`config.mk`:
```
export PLATFORM = sky130hd
export DESIGN_NAME = ps2_packet_receiver_flat
export DESIGN_NICKNAME = d
export VERILOG_FILES = /design/src/rtl/ps2_packet_receiver_if.sv /design/src/rtl/ps2_packet_receiver.sv /design/src/flat_wrapper.sv
export SDC_FILE = /design/constraint.sdc
export NUM_CORES = 1
export LEC_CHECK = 0
export CORE_UTILIZATION = 25
export CTS_BUF_LIST = sky130_fd_sc_hd__clkbuf_8
export CTS_CLUSTER_SIZE = 40
export DETAILED_ROUTE_END_ITERATION = 8
export DONT_BUFFER_PORTS = 1
export PLACE_DENSITY = 0.45
export SLEW_MARGIN = 20
export SYNTH_ARGS = -nofsm -noshare
export SYNTH_HDL_FRONTEND = slang
export SYNTH_SLANG_ARGS = --single-unit
```
`constraint.sdc`:
```
create_clock -name slow_clock -period 3 [get_ports slow_clock]
set_input_delay 0.15 -clock slow_clock [delete_from_list [all_inputs] [get_ports slow_clock]]
set_output_delay 0.15 -clock slow_clock [all_outputs]
set_load 0.01 [all_outputs]
```
`src/rtl/ps2_packet_receiver_if.sv`:
```
// PS/2 receive-path bundle: line inputs, enable, and byte/packet results.
// The receiver sits on the slave side; the consumer or a driver sits on the master side.
interface ps2_packet_receiver_if;
    logic        rx_en;
    logic        ps2_clk_in;
    logic        ps2_dat_in;
    logic [7:0]  rx_byte;
    logic        rx_byte_valid;
    logic [23:0] packet;
    logic        packet_valid;
    logic        parity_err;
    logic        frame_err;
    logic        busy;

    modport master (
        output rx_en, ps2_clk_in, ps2_dat_in,
        input  rx_byte, rx_byte_valid, packet, packet_valid, parity_err, frame_err, busy
    );

    modport slave (
        input  rx_en, ps2_clk_in, ps2_dat_in,
        output rx_byte, rx_byte_valid, packet, packet_valid, parity_err, frame_err, busy
    );
endinterface

```
`src/rtl/ps2_packet_receiver.sv`:
```
// PS/2 mouse receive path: synchronizes the raw clock/data lines, deserializes
// 11-bit device-to-host frames into bytes, and assembles aligned 3-byte packets.
// Line driving and movement decoding live downstream in mouse_decoder.
module ps2_packet_receiver #(
    parameter int TIMEOUT_CYCLES = 200
) (
    input  logic                 slow_clock,
    input  logic                 reset,
    ps2_packet_receiver_if.slave bus_if
);
    localparam int TW = $clog2(TIMEOUT_CYCLES) + 1;
    // The counter is compared before it increments, so the frame is abandoned
    // on the edge where it would reach TIMEOUT_CYCLES-1.
    localparam logic [TW-1:0] TMO_LAST = TW'(TIMEOUT_CYCLES - 2);

    typedef enum logic [1:0] {
        S_IDLE   = 2'd0,
        S_DATA   = 2'd1,
        S_PARITY = 2'd2,
        S_STOP   = 2'd3
    } state_t;

    // A PS/2 frame carries odd parity over the data byte plus the parity bit.
    function automatic logic odd_parity_ok(input logic [7:0] data, input logic par);
        return ^{data, par};
    endfunction

    logic          clk_s1_q, clk_s2_q, clk_prev_q;
    logic          dat_s1_q, dat_s2_q;
    logic          fall_s;
    logic          dat_s;

    state_t        state_q, state_d;
    logic [2:0]    bit_cnt_q, bit_cnt_d;
    logic [7:0]    shreg_q, shreg_d;
    logic          par_q, par_d;
    logic [TW-1:0] tmo_q, tmo_d;
    logic [1:0]    idx_q, idx_d;
    logic [15:0]   stage_q, stage_d;
    logic [7:0]    rx_byte_q, rx_byte_d;
    logic          rx_byte_valid_q, rx_byte_valid_d;
    logic [23:0]   packet_q, packet_d;
    logic          packet_valid_q, packet_valid_d;
    logic          parity_err_q, parity_err_d;
    logic          frame_err_q, frame_err_d;
    logic          busy_q;

    // Two-flop synchronizers plus the delayed clock sample used for fall detection; idle lines are high.
    always_ff @(posedge slow_clock or negedge reset) begin
        if (!reset) begin
            clk_s1_q   <= 1'b1;
            clk_s2_q   <= 1'b1;
            clk_prev_q <= 1'b1;
            dat_s1_q   <= 1'b1;
            dat_s2_q   <= 1'b1;
        end else begin
            clk_s1_q   <= bus_if.ps2_clk_in;
            clk_s2_q   <= clk_s1_q;
            clk_prev_q <= clk_s2_q;
            dat_s1_q   <= bus_if.ps2_dat_in;
            dat_s2_q   <= dat_s1_q;
        end
    end

    assign fall_s = clk_prev_q & ~clk_s2_q;
    assign dat_s  = dat_s2_q;

    // Frame FSM, inter-edge timeout, byte outcome and packet assembly.
    always_comb begin
        state_d         = state_q;
        bit_cnt_d       = bit_cnt_q;
        shreg_d         = shreg_q;
        par_d           = par_q;
        tmo_d           = tmo_q;
        idx_d           = idx_q;
        stage_d         = stage_q;
        rx_byte_d       = rx_byte_q;
        packet_d        = packet_q;
        rx_byte_valid_d = 1'b0;
        packet_valid_d  = 1'b0;
        parity_err_d    = 1'b0;
        frame_err_d     = 1'b0;

        if (!bus_if.rx_en) begin
            // Host owns the lines: drop any partial frame and packet silently.
            state_d   = S_IDLE;
            bit_cnt_d = 3'd0;
            tmo_d     = {TW{1'b0}};
            idx_d     = 2'd0;
        end else if (fall_s) begin
            tmo_d = {TW{1'b0}};
            case (state_q)
                S_IDLE: begin
                    if (!dat_s) begin
                        state_d   = S_DATA;
                        bit_cnt_d = 3'd0;
                    end else begin
                        state_d = S_IDLE;
                    end
                end
                S_DATA: begin
                    shreg_d   = {dat_s, shreg_q[7:1]};
                    bit_cnt_d = bit_cnt_q + 3'd1;
                    if (bit_cnt_q == 3'd7) begin
                        state_d = S_PARITY;
                    end else begin
                        state_d = S_DATA;
                    end
                end
                S_PARITY: begin
                    par_d   = dat_s;
                    state_d = S_STOP;
                end
                S_STOP: begin
                    state_d = S_IDLE;
                    if (!dat_s) begin
                        frame_err_d = 1'b1;
                        idx_d       = 2'd0;
                    end else if (!odd_parity_ok(shreg_q, par_q)) begin
                        parity_err_d = 1'b1;
                        idx_d        = 2'd0;
                    end else begin
                        rx_byte_d       = shreg_q;
                        rx_byte_valid_d = 1'b1;
                        case (idx_q)
                            2'd0: begin
                                // Only a byte with the always-one status bit can open a packet.
                                if (shreg_q[3]) begin
                                    stage_d[7:0] = shreg_q;
                                    idx_d        = 2'd1;
                                end else begin
                                    idx_d = 2'd0;
                                end
                            end
                            2'd1: begin
                                stage_d[15:8] = shreg_q;
                                idx_d         = 2'd2;
                            end
                            2'd2: begin
                                packet_d       = {shreg_q, stage_q};
                                packet_valid_d = 1'b1;
                                idx_d          = 2'd0;
                            end
                            default: begin
                                idx_d = 2'd0;
                            end
                        endcase
                    end
                end
                default: begin
                    state_d = S_IDLE;
                end
            endcase
        end else if (state_q != S_IDLE) begin
            if (tmo_q == TMO_LAST) begin
                state_d     = S_IDLE;
                frame_err_d = 1'b1;
                idx_d       = 2'd0;
                tmo_d       = {TW{1'b0}};
            end else begin
                tmo_d = tmo_q + TW'(1);
            end
        end else begin
            tmo_d = {TW{1'b0}};
        end
    end

    // State, datapath and registered outputs.
    always_ff @(posedge slow_clock or negedge reset) begin
        if (!reset) begin
            state_q         <= S_IDLE;
            bit_cnt_q       <= 3'd0;
            shreg_q         <= 8'd0;
            par_q           <= 1'b0;
            tmo_q           <= {TW{1'b0}};
            idx_q           <= 2'd0;
            stage_q         <= 16'd0;
            rx_byte_q       <= 8'd0;
            rx_byte_valid_q <= 1'b0;
            packet_q        <= 24'd0;
            packet_valid_q  <= 1'b0;
            parity_err_q    <= 1'b0;
            frame_err_q     <= 1'b0;
            busy_q          <= 1'b0;
        end else begin
            state_q         <= state_d;
            bit_cnt_q       <= bit_cnt_d;
            shreg_q         <= shreg_d;
            par_q           <= par_d;
            tmo_q           <= tmo_d;
            idx_q           <= idx_d;
            stage_q         <= stage_d;
            rx_byte_q       <= rx_byte_d;
            rx_byte_valid_q <= rx_byte_valid_d;
            packet_q        <= packet_d;
            packet_valid_q  <= packet_valid_d;
            parity_err_q    <= parity_err_d;
            frame_err_q     <= frame_err_d;
            busy_q          <= (state_d != S_IDLE);
        end
    end

    assign bus_if.rx_byte       = rx_byte_q;
    assign bus_if.rx_byte_valid = rx_byte_valid_q;
    assign bus_if.packet        = packet_q;
    assign bus_if.packet_valid  = packet_valid_q;
    assign bus_if.parity_err    = parity_err_q;
    assign bus_if.frame_err     = frame_err_q;
    assign bus_if.busy          = busy_q;
endmodule

```
`src/flat_wrapper.sv`:
```
// flat-port wrapper written by rule: the top's interface ports become plain ports
module ps2_packet_receiver_flat 
#(
    parameter int TIMEOUT_CYCLES = 200
)
  (slow_clock, reset, bus_if_rx_en, bus_if_ps2_clk_in, bus_if_ps2_dat_in, bus_if_rx_byte, bus_if_rx_byte_valid, bus_if_packet, bus_if_packet_valid, bus_if_parity_err, bus_if_frame_err, bus_if_busy);
  ps2_packet_receiver_if bus_if_i ();
  input  logic slow_clock;
  input  logic reset;
  input wire logic [$bits(bus_if_i.rx_en)-1:0] bus_if_rx_en;
  input wire logic [$bits(bus_if_i.ps2_clk_in)-1:0] bus_if_ps2_clk_in;
  input wire logic [$bits(bus_if_i.ps2_dat_in)-1:0] bus_if_ps2_dat_in;
  output wire logic [$bits(bus_if_i.rx_byte)-1:0] bus_if_rx_byte;
  output wire logic [$bits(bus_if_i.rx_byte_valid)-1:0] bus_if_rx_byte_valid;
  output wire logic [$bits(bus_if_i.packet)-1:0] bus_if_packet;
  output wire logic [$bits(bus_if_i.packet_valid)-1:0] bus_if_packet_valid;
  output wire logic [$bits(bus_if_i.parity_err)-1:0] bus_if_parity_err;
  output wire logic [$bits(bus_if_i.frame_err)-1:0] bus_if_frame_err;
  output wire logic [$bits(bus_if_i.busy)-1:0] bus_if_busy;
  assign bus_if_i.rx_en = bus_if_rx_en;
  assign bus_if_i.ps2_clk_in = bus_if_ps2_clk_in;
  assign bus_if_i.ps2_dat_in = bus_if_ps2_dat_in;
  assign bus_if_rx_byte = bus_if_i.rx_byte;
  assign bus_if_rx_byte_valid = bus_if_i.rx_byte_valid;
  assign bus_if_packet = bus_if_i.packet;
  assign bus_if_packet_valid = bus_if_i.packet_valid;
  assign bus_if_parity_err = bus_if_i.parity_err;
  assign bus_if_frame_err = bus_if_i.frame_err;
  assign bus_if_busy = bus_if_i.busy;
  ps2_packet_receiver #(.TIMEOUT_CYCLES(TIMEOUT_CYCLES)) u_core (.slow_clock(slow_clock), .reset(reset), .bus_if(bus_if_i));
endmodule
```
==> results of run 1 <==
flip-flops by register name (all words and copies together), names as in the netlist:
signal                       count
u_core.bus_if.packet            24
u_core.stage_q                  16
u_core.tmo_q                     9
u_core.bus_if.rx_byte            8
u_core.shreg_q                   8
u_core.bit_cnt_q                 3
u_core.idx_q                     2
u_core.state_q                   2
u_core.bus_if.busy               1
u_core.bus_if.frame_err          1
u_core.bus_if.packet_valid       1
u_core.bus_if.parity_err         1
u_core.bus_if.rx_byte_valid      1
u_core.clk_prev_q                1
u_core.clk_s1_q                  1
u_core.clk_s2_q                  1
u_core.dat_s                     1
u_core.dat_s1_q                  1
u_core.par_q                     1
worst max-delay path, cell delays in order (launching register included):
cell	delay, ns
dfrtp_1	0.49
xnor2_1	0.18
xnor2_1	0.28
xnor3_2	0.49
or4_4	0.61
mux2_4	0.33
what timing repair did:
action / 4_1_cts / 5_1_grt
hold buffers: 5 / 0
endpoints found under the hold margin: 92 / 0
setup endpoints to repair: 0 / 0
gates resized for setup: 0 / 0
synthesized netlist by cell type, drive strengths merged:
cell / instances / area, um2
nor2: 14 / 57.6
nand2: 7 / 26.3
o32ai: 1 / 8.76
or3: 1 / 6.26
or4b: 1 / 10.0
and2: 3 / 20.0
nand2b: 1 / 6.26
clkbuf: 4 / 15.0
a21o: 1 / 7.51
nand3: 15 / 75.1
xor2: 5 / 43.8
a41oi: 2 / 17.5
o41ai: 1 / 8.76
a31oi: 1 / 6.26
o311a: 1 / 10.0
o21ai: 14 / 70.1
or2b: 1 / 7.51
buf: 5 / 31.3
a21oi: 5 / 25.0
nor2b: 3 / 18.8
nor3: 1 / 5.00
nor4: 1 / 21.3
xnor3: 1 / 23.8
mux2: 51 / 597
inv: 8 / 30.0
or4: 2 / 18.8
dfstp: 5 / 131
a21boi: 1 / 7.51
xnor2: 8 / 70.1
mux2i: 1 / 10.0
dfrtp: 78 / 1950
o31ai: 1 / 7.51
ha: 4 / 50.1
and4b: 1 / 10.0
and3: 4 / 25.0
nand4: 1 / 6.26
cells by family after synthesis:
family / synth area share
fa+ha+maj: 0.0146
flops: 0.606
xor+xnor: 0.0400
buf+inv: 0.0222
mux: 0.177
compound gates: 0.0491
simple gates: 0.0914
area by class of cell:
cell class / count / area, um2 / area share
Sequential cell: 83 / 2080 / 0.535
Multi-Input combinational cell: 154 / 1280 / 0.328
Tap cell: 176 / 220 / 0.0565
Clock buffer: 10 / 138 / 0.0353
Timing Repair Buffer: 6 / 75.1 / 0.0193
Clock inverter: 6 / 71.3 / 0.0183
Inverter: 8 / 30.0 / 0.00771
report_power, final:
| group | internal [mW] | switching [mW] | leakage [nW] |
|---|---|---|---|
| clock network | 0.414 | 0.428 | 0.0995 |
| registers | 1.14 | 0.0289 | 1.14 |
| logic | 0.0502 | 0.0927 | 0.578 |
| total | 1.60 | 0.549 | 1.81 |
final timing paths:
check | slack, ns | cells after the start | from | to
max in group asynchronous | 2.29 | 2 | reset | u_core.dat_s1_q
min in group asynchronous | 0.34 | 2 | reset | u_core.bus_if.packet[1]
setup / recovery | 0.51 | 5 | u_core.shreg_q[3] | u_core.stage_q[2]
hold / removal | 0.02 | 2 | bus_if_rx_en | u_core.par_q
hold reg to reg | 0.36 | 0 | u_core.dat_s1_q | u_core.dat_s
setup reg to reg | 0.51 | 5 | u_core.shreg_q[3] | u_core.stage_q[2]
metal layers:
metal | up-vias | global-route usage | share of wire
met2 | 36 | 0.144 | 0.44
met5 | - | 0 | 0
met3 | 12 | 0.0326 | 0.059
met4 | 0 | 0.0688 | 0.028
met1 | 949 | 0.142 | 0.48
li1 | 909 | - | -
==> summary.txt, run 1 <==
GRT
  • Largest net degree at the start of global routing: 84
  • Global-route wire length before repair: 11300 um
  • Vias in the first global route: 1959
  • GRT Util Overall: 0.105
  • Grt total ovfl: 0
  • Initial antenna violation count: 0

STA
  • Clock Skew: 0.0101 ns
  • Setup WS post-layout: 0.509 ns
  • RSZ-0062 raised after global routing: no
  • Slew @ Worst Pin: 0.646 ns
  • Setup TNS: 0 ns
  • Worst slew margin: 0.566
  • Max Clock Freq: 0.401 GHz
  • Final Hold Viols: 0
  • Post-route clock period utilization: 0.830
  • Setup violators final: 0
  • Hold slack: 0.0204 ns
  • Min Tclk post-route: 2.49 ns
  • Fin. max-slew vios: 0

Place
  • Placement Cell Area: 0.00362 mm2
  • DP HPWL: 4370 um
  • Port Buffers: 0
  • Placed Cells: 422
  • Place WS: 0.499 ns
  • Routability cong.: 0.702

CTS
  • Clock Pin Slew Worst Setup and Hold Paths: 0.08 ns
  • Root Driver: clkbuf_8
  • Clk Latency, worst-skew pair: 0.37 ns
  • H-Tree Depth: 3
  • Setup bufs post-CTS: 0
  • CTS sink cnt: 83
  • Deepest clock path buffer count: 2
  • CTS buffer count: 9
  • CTS tree: built

Worst hold path
  • Hold WC Path Type: in2reg

Setup path
  • Crit Path Category: reg2reg
  • Critical Path RT: 3.25 ns
  • Worst Setup Start Kind: register
  • CP endpoint kind: register
  • CP Max Fanout: 8
  • Worst path arrival time: 2.74 ns

Routing
  • Vias: 1906
  • Vias per inst: 4.30
  • Final wirelength: 6740 um
  • Pre-antenna DRT Iters: 4
  • WL/cell: 15.2 um
  • Iter 0 DRT Violations: 117
  • DRC viols: 0
  • Antenna Nets Post-Route: 0

Finish
  • Area Growth Syn to Fin: 13.3%
  • Layout Nets: 271
  • Fin cells: 443
  • # fillers: 1359
  • Most common cell after layout, fill and taps aside: dfrtp_1
  • Layout cells sized above 1: 0.300
  • # diodes: 0
  • Design area: 0.00389 mm2
  • Most frequent cells in the layout: dfrtp_1 (78), mux2_2 (45), nand3_1 (15)
  • Post-layout util: 0.292

Logic synthesis
  • Syn Area/Cell: 13.5 um2
  • Cell count after synthesis: 254
  • Library cells used by synthesis: 41
  • Register area share after synthesis: 0.606
  • Mapped Nets: 263
  • Cell area after synthesis: 0.00344 mm2
  • #FFs+latches synth: 83
  • Syn. warnings: 0

Pwr
  • Total power: 2.15 mW
  • Max rail drop VDD: 0.190 mV
  • Power Dens Cells: 552 mW/mm2
  • Leak Pwr: 1.81 nW

Floorplan
  • Initial Utilization: 0.257
  • Core ar.: 0.0133 mm2
  • Num rows: 42
  • Die Height: 119 um
  • Die W: 119 um
  • Io pins: 42
  • Die footprint: 0.0142 mm2

Job
  • Max-cap violation count: 0

Status
  • Status: finished clean
No activity file was read; power rests on OpenSTA's default activity.
==> run 2: changes to the inputs <==
ABC_AREA = 1   (was not set)
clock period = 2.4 ns   (was 3 ns; I/O delays follow)
==> run 2 against run 1 <==
  * Core utilization is 0.89 points lower
  * Hold slack better by 0.063 ns
  * Flip-flop and latch count stayed put
  * Largest power group unchanged
==> summary.txt, run 2 <==
Worst hold path
  • Hold Crit Depth: 4
  • Hold path endpoint: u_core.par_q
  • Hold wc startpoint: bus_if_rx_en
  • Hold WC Path Type: in2reg

STA
  • Post-route clock period utilization: 0.880
  • Hold slack: 0.0839 ns
  • RSZ-0062 raised after global routing: no
  • Setup TNS: 0 ns
  • Min Tclk post-route: 2.11 ns
  • Max Clock Freq: 0.473 GHz
  • Clock Skew: 0.0131 ns
  • Slew @ Worst Pin: 0.414 ns
  • Worst slew margin: 0.724
  • Final Hold Viols: 0
  • Fin. max-slew vios: 0
  • Setup violators final: 0

Finish
  • # diodes: 0
  • Layout cells sized above 1: 0.142
  • Fin cells: 607
  • Layout Nets: 427
  • Area Growth Syn to Fin: 10.7%
  • Most frequent cells in the layout: nand2_1 (133), dfrtp_1 (78), inv_1 (46)
  • Max reg flops: 24
  • Most common cell after layout, fill and taps aside: nand2_1

Routing
  • Iter 0 DRT Violations: 208
  • Max Used Layer: met4
  • Vias per inst: 4.37
  • Antenna Nets Post-Route: 0
  • Final wirelength: 8290 um
  • Met3 wire len: 391 um
  • Vias: 2654
  • Met2 routed WL: 3980 um
  • DRC viols: 0
  • Wl on met1: 3770 um
  • WL/cell: 13.7 um
  • Pre-antenna DRT Iters: 4

Pwr
  • NetSw: 1.06 mW
  • Leak Pwr: 2.10 nW
  • Flop pwr share: 0.513
  • Power Dens Cells: 737 mW/mm2
  • Comb pwr share: 0.204
  • Total internal power: 1.97 mW
  • Clk pwr share: 0.283
  • Max rail drop VDD: 0.405 mV
  • Switching Fraction: 0.349

Floorplan
  • Die W: 124 um
  • Die footprint: 0.0154 mm2
  • Die Height: 124 um
  • Initial Utilization: 0.256
  • Io pins: 42
  • Num rows: 44
  • Core ar.: 0.0145 mm2

Setup path
  • Worst Setup Start Kind: register
  • Crit Path Category: reg2reg
  • Critical Path RT: 2.65 ns
  • CP endpoint kind: register
  • Worst path arrival time: 2.37 ns
  • R2R Path End: u_core.bus_if.packet[8]
  • Reg2reg start: u_core.shreg_q[2]
  • Crit path from: u_core.shreg_q[2]
  • R2r setup slk: 0.29 ns
  • CP Max Fanout: 34
  • R2R cell count: 11

Status
  • Status: finished clean

Logic synthesis
  • Adder-cell share of the synthesized area: 0.0135
  • Post-Synth Simple-Gate Area: 0.271
  • Post-synth EDFFs: 0
  • Most frequent cell after synthesis: nand2_1
  • Top cells by count, synth: nand2_1 (133), dfrtp_1 (78), inv_1 (42), nand4_1 (27), nand3_1 (20)
  • Top-area cell type share of the netlist area: 0.525
  • Syn Area/Cell: 9.04 um2
  • Top cells by area, synth: dfrtp_1 (53%), nand2_1 (13%), nand4_1 (4.5%)
  • FFs w/ async S/R, synth: 1.00
  • Synth Area in Compound Gates: 0.0744
  • Syn. warnings: 0
  • Synth area leader: dfrtp_1
  • Cell count after synthesis: 411
  • Register area share after synthesis: 0.561
  • Largest family of logic cells by synthesized area: simple AND/OR/NAND/NOR gates
  • Mapped Nets: 420
  • Library cells used by synthesis: 33
  • Commonest register cell after synthesis: dfrtp_1
  • Cell area after synthesis: 0.00371 mm2
  • Xor and xnor fraction of the mapped netlist area: 0.00472
  • #FFs+latches synth: 83
  • Post-synthesis mux area share: 0

CTS
  • Root Driver: clkbuf_8
  • CTS tree: built
  • Clk Latency, worst-skew pair: 0.37 ns
  • CTS sink cnt: 83
  • Setup bufs post-CTS: 0
  • # hold bufs at CTS: 5
  • CTS buffer count: 9
  • Clock Pin Slew Worst Setup and Hold Paths: 0.09 ns
  • H-Tree Depth: 3
  • Resize count post-CTS: 0
  • Deepest clock path buffer count: 2

Place
  • Placed Cells: 586
  • DP HPWL: 5670 um
  • Port Buffers: 0
  • Routability cong.: 0.768

GRT
  • Global-route wire length before repair: 14000 um
  • Grt total ovfl: 0
  • GRT Util Overall: 0.123
  • Largest net degree at the start of global routing: 84
  • Vias in the first global route: 2643
  • Initial antenna violation count: 0

Job
  • Max-cap violation count: 0
==> run 2: cell count changes in the layout (fill, tap and decap cells not counted), moves of 9 or more <==
| cell | before | now |
|---|---|---|
| nand2_1 | 7 | 133 |
| mux2_2 | 45 | 0 |
| inv_1 | 8 | 46 |
| nand4_1 | 1 | 27 |
| o21ai_2 | 0 | 15 |
| inv_2 | 0 | 9 |
==> run 2: logic make-up (layout without fill, tap and decap cells) <==
group,count (synthesis),count (layout)
and+or+nand+nor,219,219
DFF,83,83
buffers and inverters,64,76
AOI/OAI and AO/OA,39,39
adders and majority gates,4,4
xor gates and xnor gates,2,2
==> run 2: final cells by class <==
class	count	area, um2
tap	184	230
fill	1616	10400
clock buffer	9	124
sequential	83	2080
multi-input combinational	264	1350
clock inverter	7	33.8
inverter	51	191
timing repair buffer	9	97.6
==> run 2: power groups by stage <==
stage                     clock network (mW)  logic [mW]  registers, mW
after floorplan                            0       0.485           1.56
after global placement                     0       0.576           1.58
after detailed placement                   0       0.586           1.58
after CTS                              0.909       0.630           1.56
after global routing                   0.969       0.689           1.57
final                                  0.857       0.619           1.56
==> run 2: worst max-delay path, stage by stage (launching register included) <==
cell     delay, ns
dfrtp_1       0.45
inv_2         0.14
nand2_1       0.08
nand2_1       0.05
nand2_1       0.09
nand2_1       0.08
nand2_1       0.08
nand3_2       0.10
nand2_4       0.35
nand3_4       0.34
nand2_1       0.15
nand2_1       0.06
==> run 2: per-layer routing <==
metal / GRT usage / vias to the layer above
met5: 0 / -
met4: 0.0454 / 0
met3: 0.0462 / 11
met2: 0.194 / 36
met1: 0.151 / 1267
li1: - / 1340
==> run 2: worst max-delay path by stage <==
stage / endpoint / slack, ns / cells after the start
finish: u_core.bus_if.packet[8] / 0.29 / 11
global route: u_core.bus_if.packet[20] / 0.05 / 11
CTS: u_core.bus_if.packet[8] / 0.26 / 11
detailed placement: u_core.bus_if.packet[8] / 0.28 / 9
global placement: u_core.bus_if.packet[16] / 0.30 / 9
floorplan: u_core.stage_q[14] / 0.75 / 10
==> run 2: per-stage QoR <==
stage	power [mW]	instance area (um2)	utilization	worst slack (ns)
6_report	3.03	4110	0.283	0.287
5_1_grt	3.23	4110	0.283	0.0502
4_1_cts	3.10	4110	0.283	0.260
3_5_place_dp	2.17	3890	0.267	0.280
3_3_place_gp	2.16	3890	0.267	0.297
2_1_floorplan	2.04	3710	-	0.745
==> run 3: changes to the inputs <==
CORE_MARGIN = 3   (was not set)
clock period = 2.6 ns   (was 2.4 ns; I/O delays follow)
==> run 3 against run 2 <==
  * Clock skew decreased by 0.00096 ns
  * Non-clock buffer count fell by 1
  * First-iteration DRC count shrank 18%
  * Via count fell by 0.60%
  * Die area up 6.6%
  * Flip-flop and latch count did not move
  * Clock power up 7.8%
  * Register-to-register slack improved by 0.098 ns
  * Combinational power shrank 7.9%
  * Clock-buffer cell count grew 1
  * Critical path type unchanged
  * Critical endpoint is now u_core.bus_if.packet[18]
  * Highest routed layer unchanged
==> summary.txt, run 3 (synthesized netlist as in run 2, its figures left out) <==
Setup path
  • Crit path from: u_core.clk_prev_q
  • Reg2reg start: u_core.clk_prev_q
  • CP endpoint kind: register
  • R2R cell count: 9
  • Crit path to: u_core.bus_if.packet[18]
  • Crit Path Category: reg2reg
  • R2r setup slk: 0.38 ns
  • Worst path arrival time: 2.46 ns
  • R2R Path End: u_core.bus_if.packet[18]
  • Critical Path RT: 2.84 ns
  • Worst Setup Start Kind: register
  • CP Max Fanout: 25

Finish
  • Most common cell after layout, fill and taps aside: nand2_1
  • Area Growth Syn to Fin: 11.2%
  • Layout Nets: 426
  • Layout cells sized above 1: 0.145
  • Max reg flops: 24
  • Most frequent cells in the layout: nand2_1 (133), dfrtp_1 (78), inv_1 (42)
  • # diodes: 0
  • # fillers: 1539
  • Area taken by multi-input logic gates: 0.00135 mm2
  • FF/Latch Area: 0.00208 mm2
  • Design area: 0.00413 mm2

Routing
  • WL/cell: 14.3 um
  • Vias per inst: 4.40
  • Antenna Nets Post-Route: 0
  • Met2 routed WL: 4020 um
  • Pre-antenna DRT Iters: 4
  • Vias: 2638
  • Iter 0 DRT Violations: 171
  • Max Used Layer: met4
  • Wl on met1: 4090 um
  • Met3 wire len: 329 um
  • DRC viols: 0
  • Final wirelength: 8550 um

STA
  • RSZ-0062 raised after global routing: no
  • Hold slack: 0.123 ns
  • Setup violators final: 0
  • Slew @ Worst Pin: 0.429 ns
  • Setup WS post-layout: 0.385 ns
  • Max Clock Freq: 0.451 GHz
  • Min Tclk post-route: 2.22 ns
  • Final Hold Viols: 0
  • Clock Skew: 0.0121 ns
  • Fin. max-slew vios: 0
  • Post-route clock period utilization: 0.852
  • Setup TNS: 0 ns
  • Worst slew margin: 0.714

Place
  • Routability cong.: 0.833
  • Placement Cell Area: 0.00387 mm2
  • Port Buffers: 0
  • Place WS: 0.405 ns
  • DP HPWL: 5810 um

CTS
  • CTS tree: built
  • Deepest clock path buffer count: 2
  • Setup bufs post-CTS: 0
  • Root Driver: clkbuf_8
  • CTS sink cnt: 83
  • Clk Latency, worst-skew pair: 0.36 ns
  • CTS buffer count: 9
  • Clock Pin Slew Worst Setup and Hold Paths: 0.08 ns
  • H-Tree Depth: 3

Pwr
  • NetSw: 0.982 mW
  • Power Dens Cells: 710 mW/mm2
  • Comb pwr share: 0.194
  • Total internal power: 1.95 mW
  • Max rail drop VDD: 0.345 mV
  • Flop pwr share: 0.490
  • Clk pwr share: 0.315
  • Switching Fraction: 0.335
  • Leak Pwr: 2.09 nW

Floorplan
  • Die Height: 128 um
  • Die W: 128 um
  • Num rows: 43
  • Die footprint: 0.0164 mm2
  • Io pins: 42
  • Core ar.: 0.0142 mm2
  • Initial Utilization: 0.262

GRT
  • Vias in the first global route: 2682
  • GRT Util Overall: 0.112
  • Grt total ovfl: 0
  • Global-route wire length before repair: 14400 um
  • Initial antenna violation count: 0
  • Largest net degree at the start of global routing: 84

Worst hold path
  • Hold WC Path Type: in2reg

Job
  • Max-cap violation count: 0

Status
  • Status: finished clean
[run 3: routing by layer]
| layer | GRT usage | vias to the layer above |
|---|---|---|
| li1 | - | 1332 |
| met1 | 0.144 | 1259 |
| met2 | 0.184 | 38 |
| met3 | 0.0321 | 9 |
| met4 | 0.0318 | 0 |
| met5 | 0 | - |
[run 3: layout make-up]
class,instances,area share
clock inverters,4,0.0124
flip-flops and latches,83,0.504
multi-input cells,264,0.327
clock buffers,10,0.0333
inverters,51,0.0463
repair buffers,8,0.0218
well taps,180,0.0545
[run 3: worst min path at each step]
stage / endpoint / start / depth (start not counted) / slack (ns)
after floorplan: u_core.bit_cnt_q[0] / reset / 0 / -0.17
after global placement: u_core.tmo_q[0] / reset / 0 / -0.16
after detailed placement: u_core.tmo_q[2] / reset / 0 / -0.16
after CTS: u_core.state_q[0] / bus_if_rx_en / 4 / 0.10
after global routing: u_core.par_q / bus_if_rx_en / 4 / 0.12
final: u_core.par_q / bus_if_rx_en / 4 / 0.12
[run 3: power by group through the flow]
| stage | clock network (mW) | registers (mW) | logic (mW) |
|---|---|---|---|
| floorplan | 0 | 1.44 | 0.448 |
| global placement | 0 | 1.46 | 0.533 |
| detailed placement | 0 | 1.46 | 0.542 |
| CTS | 0.963 | 1.44 | 0.583 |
| global route | 1.01 | 1.45 | 0.656 |
| finish | 0.924 | 1.44 | 0.570 |
[run 3: what timing repair did]
| action | 4_1_cts | 5_1_grt |
|---|---|---|
| resized for setup | 0 | 0 |
| hold buffers | 5 | 0 |
| hold endpoints to repair | 92 | 0 |
[run 3: through the flow]
| step | util | std cells | power [mW] |
|---|---|---|---|
| after detailed placement | 0.273 | 581 | 2.01 |
| after global routing | 0.291 | 600 | 3.11 |
| after floorplan | - | 411 | 1.88 |
| after CTS | 0.291 | 600 | 2.98 |
| after global placement | 0.273 | 581 | 2.00 |
| final | 0.291 | 600 | 2.93 |
[run 3: worst max-delay path: stages (launching register included)]
cell	delay (ns)
dfstp_2	0.52
inv_1	0.05
nor2_4	0.16
inv_2	0.08
nor2_2	0.14
nand3_1	0.26
inv_2	0.33
nand3_4	0.33
nand2_1	0.16
nand2_1	0.07
